$ cat src/rtl/column_adc_readout.sv
// column_adc_readout
// Readout controller for the single-slope column ADC. It holds the shared
// Gray counter in reset while idle and releases it for a conversion window.
// During the window each column latches the Gray code on its first
// comparator trip. Afterwards the columns are decoded to binary and streamed
// out one at a time over a valid/ready handshake.
//
// Parameters:
//   WIDTH        code width, must match the Gray counter
//   COLUMNS      number of comparator columns / latches
//   CONV_CYCLES  conversion window length in clk cycles (1 .. 2^WIDTH-1)
//
// Ports:
//   clk            system clock, rising edge
//   reset          asynchronous active-high reset
//   start          one-cycle conversion request, honoured only in IDLE
//   gray_in        Gray-coded count from the counter
//   cmp            per-column comparator outputs (synchronous to clk)
//   counter_reset  registered reset to the Gray counter
//   busy           high during CONVERT and READOUT
//   data           binary value of column data_col (0 when not valid)
//   data_col       column index of the current word
//   data_valid     data/data_col valid
//   data_ready     downstream accept
//   data_ovf       (COLUMN_ADC_OVF_FLAG_EN only) column never tripped
//   done           one-cycle pulse after the last column transfers
//
// Optional feature macro: COLUMN_ADC_OVF_FLAG_EN adds the data_ovf output.
//
// state   | meaning
// --------+---------------------------------------------------------------
// IDLE    | counter held in reset, waiting for start
// CONVERT | counter running, columns latch gray_in on first comparator trip
// READOUT | decoded columns streamed out over valid/ready

module column_adc_readout #(
  parameter int WIDTH       = 8,
  parameter int COLUMNS     = 4,
  parameter int CONV_CYCLES = 255,
  localparam int COL_W      = (COLUMNS > 1) ? $clog2(COLUMNS) : 1
) (
  input  logic               clk,
  input  logic               reset,
  input  logic               start,
  input  logic [WIDTH-1:0]   gray_in,
  input  logic [COLUMNS-1:0] cmp,
  output logic               counter_reset,
  output logic               busy,
  output logic [WIDTH-1:0]   data,
  output logic [COL_W-1:0]   data_col,
  output logic               data_valid,
  input  logic               data_ready,
`ifdef COLUMN_ADC_OVF_FLAG_EN
  output logic               data_ovf,
`endif
  output logic               done
);

  typedef enum logic [1:0] {
    IDLE    = 2'd0,
    CONVERT = 2'd1,
    READOUT = 2'd2
  } state_t;

  // Gray code of the full-scale count 2^WIDTH-1 is a lone MSB.
  localparam logic [WIDTH-1:0] SAT_GRAY = {1'b1, {(WIDTH-1){1'b0}}};
  localparam logic [WIDTH-1:0] TMR_LOAD = WIDTH'(CONV_CYCLES - 1);
  localparam logic [COL_W-1:0] LAST_COL = COL_W'(COLUMNS - 1);

  state_t             state;
  logic [WIDTH-1:0]   tmr;
  logic [COLUMNS-1:0] captured;
  logic [WIDTH-1:0]   mem [COLUMNS];
  logic [WIDTH-1:0]   sel_gray;
  logic [WIDTH-1:0]   sel_bin;

  always_ff @(posedge clk or posedge reset) begin
    if (reset) begin
      state         <= IDLE;
      counter_reset <= 1'b1;
      busy          <= 1'b0;
      data_valid    <= 1'b0;
      done          <= 1'b0;
      data_col      <= '0;
      tmr           <= '0;
      captured      <= '0;
      for (int c = 0; c < COLUMNS; c++) mem[c] <= '0;
    end else begin
      done <= 1'b0;
      case (state)
        IDLE: begin
          // start coinciding with the done pulse is deliberately dropped
          if (start && !done) begin
            state         <= CONVERT;
            counter_reset <= 1'b0;
            busy          <= 1'b1;
            captured      <= '0;
            tmr           <= TMR_LOAD;
          end
        end
        CONVERT: begin
          for (int c = 0; c < COLUMNS; c++) begin
            if (!captured[c] && cmp[c]) begin
              mem[c]      <= gray_in;
              captured[c] <= 1'b1;
            end else if (tmr == '0 && !captured[c]) begin
              mem[c] <= SAT_GRAY;
            end
          end
          if (tmr == '0) begin
            state         <= READOUT;
            counter_reset <= 1'b1;
            data_valid    <= 1'b1;
            data_col      <= '0;
          end else begin
            tmr <= tmr - 1'b1;
          end
        end
        READOUT: begin
          if (data_ready) begin
            if (data_col == LAST_COL) begin
              state      <= IDLE;
              data_valid <= 1'b0;
              done       <= 1'b1;
              busy       <= 1'b0;
              data_col   <= '0;
            end else begin
              data_col <= data_col + 1'b1;
            end
          end
        end
        default: begin
          state         <= IDLE;
          counter_reset <= 1'b1;
          busy          <= 1'b0;
          data_valid    <= 1'b0;
        end
      endcase
    end
  end

  // Binary bit b is the XOR of Gray bits b..WIDTH-1.
  always_comb begin
    sel_gray = mem[data_col];
    sel_bin  = '0;
    for (int b = 0; b < WIDTH; b++) sel_bin[b] = ^(sel_gray >> b);
  end

  assign data = data_valid ? sel_bin : '0;

`ifdef COLUMN_ADC_OVF_FLAG_EN
  assign data_ovf = data_valid & ~captured[data_col];
`endif

endmodule
$ cat config.mk
export PLATFORM = sky130hd
export DESIGN_NAME = column_adc_readout
export DESIGN_NICKNAME = d
export VERILOG_FILES = /design/src/rtl/column_adc_readout.sv
export SDC_FILE = /design/constraint.sdc
export NUM_CORES = 1
export LEC_CHECK = 0
export BUFFER_PORTS_ARGS = -buffer_cell sky130_fd_sc_hd__buf_2
export CAP_MARGIN = 20
export CORE_MARGIN = 8
export CORE_UTILIZATION = 50
export CTS_BUF_LIST = sky130_fd_sc_hd__clkbuf_4
export CTS_CLUSTER_DIAMETER = 200
export DETAILED_ROUTE_END_ITERATION = 16
export GPL_ROUTABILITY_DRIVEN = 0
export PLACE_DENSITY = 0.8
export SYNTH_ARGS = -nofsm -noshare
export SYNTH_HDL_FRONTEND = slang
export SYNTH_SLANG_ARGS = --single-unit
$ cat constraint.sdc
create_clock -name clk -period 3.3 [get_ports clk]
set_input_delay 0.99 -clock clk [delete_from_list [all_inputs] [get_ports clk]]
set_output_delay 0.99 -clock clk [all_outputs]
set_load 0.03 [all_outputs]
==> impl_metrics.json <==
{
  "outcome": "complete, but fails checks",
  "violations": "setup timing",
  "clock-sinks": 52,
  "max-slew-margin-rel_pct": 49.05,
  "numCtsBuffers": 5,
  "nFillCells": 366,
  "drc": 0,
  "sequentialPowerShare_pct": 41.8,
  "cts_max_level": 2,
  "clk_latency_ns": 0.39,
  "synthFlopType": "dfrtp_1",
  "cts_hold_buf": 0,
  "peakVddDrop_mv": 0.4078,
  "combPwrFrac_pct": 43.4,
  "portBuffers": 29,
  "cp_data_arrival_time_ns": 2.64,
  "placed_cells": 292,
  "syn_area_per_cell_sq_um": 12.18,
  "placed_cell_area_sq_um": 2669,
  "netlist.area_leader.share_pct": 52.12,
  "rsz0062_at_grt": "true",
  "swShare_pct": 34.06,
  "area_growth_syn_to_layout_pct": 18.75,
  "firstDrtPassIters": 4,
  "min_path_type": "flop to flop",
  "final_core_util_pct": 61.56,
  "leakagePower_nw": 1.370,
  "grt_antenna_before_repair": 0,
  "clk_pin_slew_ns": 0.16,
  "cts_root_buf": "clkbuf_4",
  "fmax_ghz": 0.2758,
  "synth-async-reset-ratio_pct": 100.0,
  "viasPerCell": 5.606,
  "worst_pin_slew_ns": 0.7592,
  "grt_pass1_wl_microns": 9039,
  "p_per_area_nw_per_um2": 854.9,
  "end_kind": "output port",
  "die_w_microns": 85.98,
  "hold_viol_final": 0,
  "synth-edff-count": 0,
  "start_util_pct": 51.84,
  "grt_pass1_vias": 1807,
  "instances_no_fill": 310,
  "track_usage_pct": 15.66,
  "required_ns": 2.31,
  "ys_types": 37,
  "hpwl_microns": 3606,
  "holdWs_ns": 0.4982,
  "synth_fp_nets": 220,
  "maxCapViolations": 0,
  "cts_tree": "built",
  "nets": 261,
  "synthTopCellsByArea": "dfrtp_1 52%, a22o_1 10%, mux4_2 4.6%, mux4_1 3.2%, and2_1 3.1%",
  "grt_start_max_net_pins": 32,
  "final_design_area_no_fill_sq_um": 2908,
  "syn_area_sq_um": 2449,
  "cp_max_fo": 3,
  "totalPowerFinal_mw": 2.486,
  "netSwitchingPower_uw": 846.7,
  "ys_warn_count": 0,
  "synthCells": 201,
  "ant_nets": 0,
  "fp.dieH_microns": 85.98,
  "p_clk_share_pct": 14.7,
  "start_kind": "flop",
  "setup_slack_ns": -0.3254,
  "io_pins": 30,
  "yosysSeqAreaShare_pct": 53.19,
  "wl_per_cell_microns": 17.58,
  "n_antenna_cell": 0,
  "drt_iter0_markers": 123,
  "die-area_sq_um": 7393,
  "fin_crit_ns": 3.625,
  "p_int_mw": 1.639,
  "finalSetupViolations": 4,
  "ys_ff_latch": 52,
  "drive_above_1_share_pct": 27.57,
  "path_class": "flop to output port",
  "vias": 1738,
  "clock-skew-final_ns": 0.02046,
  "synth_top_area_cell": "dfrtp_1",
  "cts_buffer_depth": 2,
  "placement_rows": 25,
  "fin_crit_sh_pct": 109.9,
  "core_sq_um": 4723,
  "overflow": 0,
  "final_max_slew_viol_count": 0,
  "wl_microns": 5449
}
-- power groups by stage --
stage	clock, mW	combinational (mW)	sequential (mW)
3_3_place_gp	0	0.829	1.04
2_1_floorplan	0	0.709	0.997
6_report	0.366	1.08	1.04
3_5_place_dp	0	0.859	1.04
5_1_grt	0.399	1.17	1.07
4_1_cts	0.366	0.928	1.03
-- area by class of cell --
type / count / area (sq um) / share of cell area (%)
well taps: 67 / 83.83 / 2.883
repair buffers: 43 / 299.0 / 10.28
clock buffers: 5 / 37.54 / 1.291
clock inverters: 3 / 42.54 / 1.463
multi-input cells: 131 / 1107 / 38.08
flip-flops and latches: 52 / 1304 / 44.84
inverters: 9 / 33.78 / 1.162
-- cells in the final DEF (no fill, tap or decap), drive strengths merged, types with 3 or more instances in the layout --
cell,netlist,routed
xnor2,5,5
inv,9,9
xor2,8,8
o21ai,9,9
ha,3,3
a22o,28,28
a21o,4,4
nor3,4,4
buf,1,43
mux4,8,8
and2,12,12
nand2,11,11
a22oi,4,4
a21oi,7,7
nor2,8,8
clkbuf,8,5
dfrtp,51,51
-- cell usage after synthesis, drive strengths merged, types with 5 or more instances --
cell type  number
inv             9
a21oi           7
and2           12
nor2            8
mux4            8
xnor2           5
xor2            8
dfrtp          51
nand2          11
a22o           28
clkbuf          8
o21ai           9
-- per-layer routing --
layer | vias up | share of wire (%) | GRT usage, % | wire length (microns)
li1 | 818 | - | - | -
met4 | 0 | 2.1 | 5.255 | 113
met2 | 50 | 47 | 24.14 | 2547
met3 | 13 | 6.7 | 5.062 | 367
met1 | 857 | 44 | 20.15 | 2420
met5 | - | 0 | 0 | 0
-- cell families after synthesis --
group | after synthesis | synth area share (%)
AOI/OAI and AO/OA | 57 | 17.32
xor gates and xnor gates | 14 | 6.643
adders and majority gates | 3 | 1.533
buffers and inverters | 18 | 3.117
DFF | 52 | 53.19
muxes | 8 | 7.818
and+or+nand+nor | 49 | 10.37
-- final timing paths --
check                       startpoint       endpoint  slack, ns  cells past startpoint
min reg2reg                captured[1]    captured[1]       0.50                      1
max in group asynchronous        reset  counter_reset       1.93                      3
max                        data_col[0]        data[1]      -0.33                      7
min                        captured[1]    captured[1]       0.50                      1
min in group asynchronous        reset        mem[14]       0.58                      2
max reg2reg                     tmr[0]         tmr[4]       1.10                      7
-- repair_timing --
action	4_1_cts	5_1_grt
cloned	0	0
buffers inserted	8	3
endpoints found under the setup margin	5	6
resized for setup	15	10
pin swaps	5	2
-- metrics by stage --
step           setup TNS (ns)  setup WS (ns)
2_1_floorplan               0         0.1045
3_3_place_gp                0        0.07580
3_5_place_dp                0        0.04138
4_1_cts               -0.7482        -0.2588
5_1_grt                -1.586        -0.4055
6_report               -1.122        -0.3254
-- worst max-delay path: stages (launching register included) --
cell and delay, ns:
dfrtp_2 0.43, buf_6 0.10, mux4_2 0.52, xor2_2 0.23, xnor3_2 0.51, xor2_2 0.17
and2_4 0.16, buf_6 0.13
-- flip-flops by register name, indices dropped and copies added (netlist names) --
name / count
state: 2
tmr: 8
captured: 4
counter_reset: 1
mem: 32
data_valid: 1
busy: 1
done: 1
data_col: 2
Power figures use the tool's default switching activity.
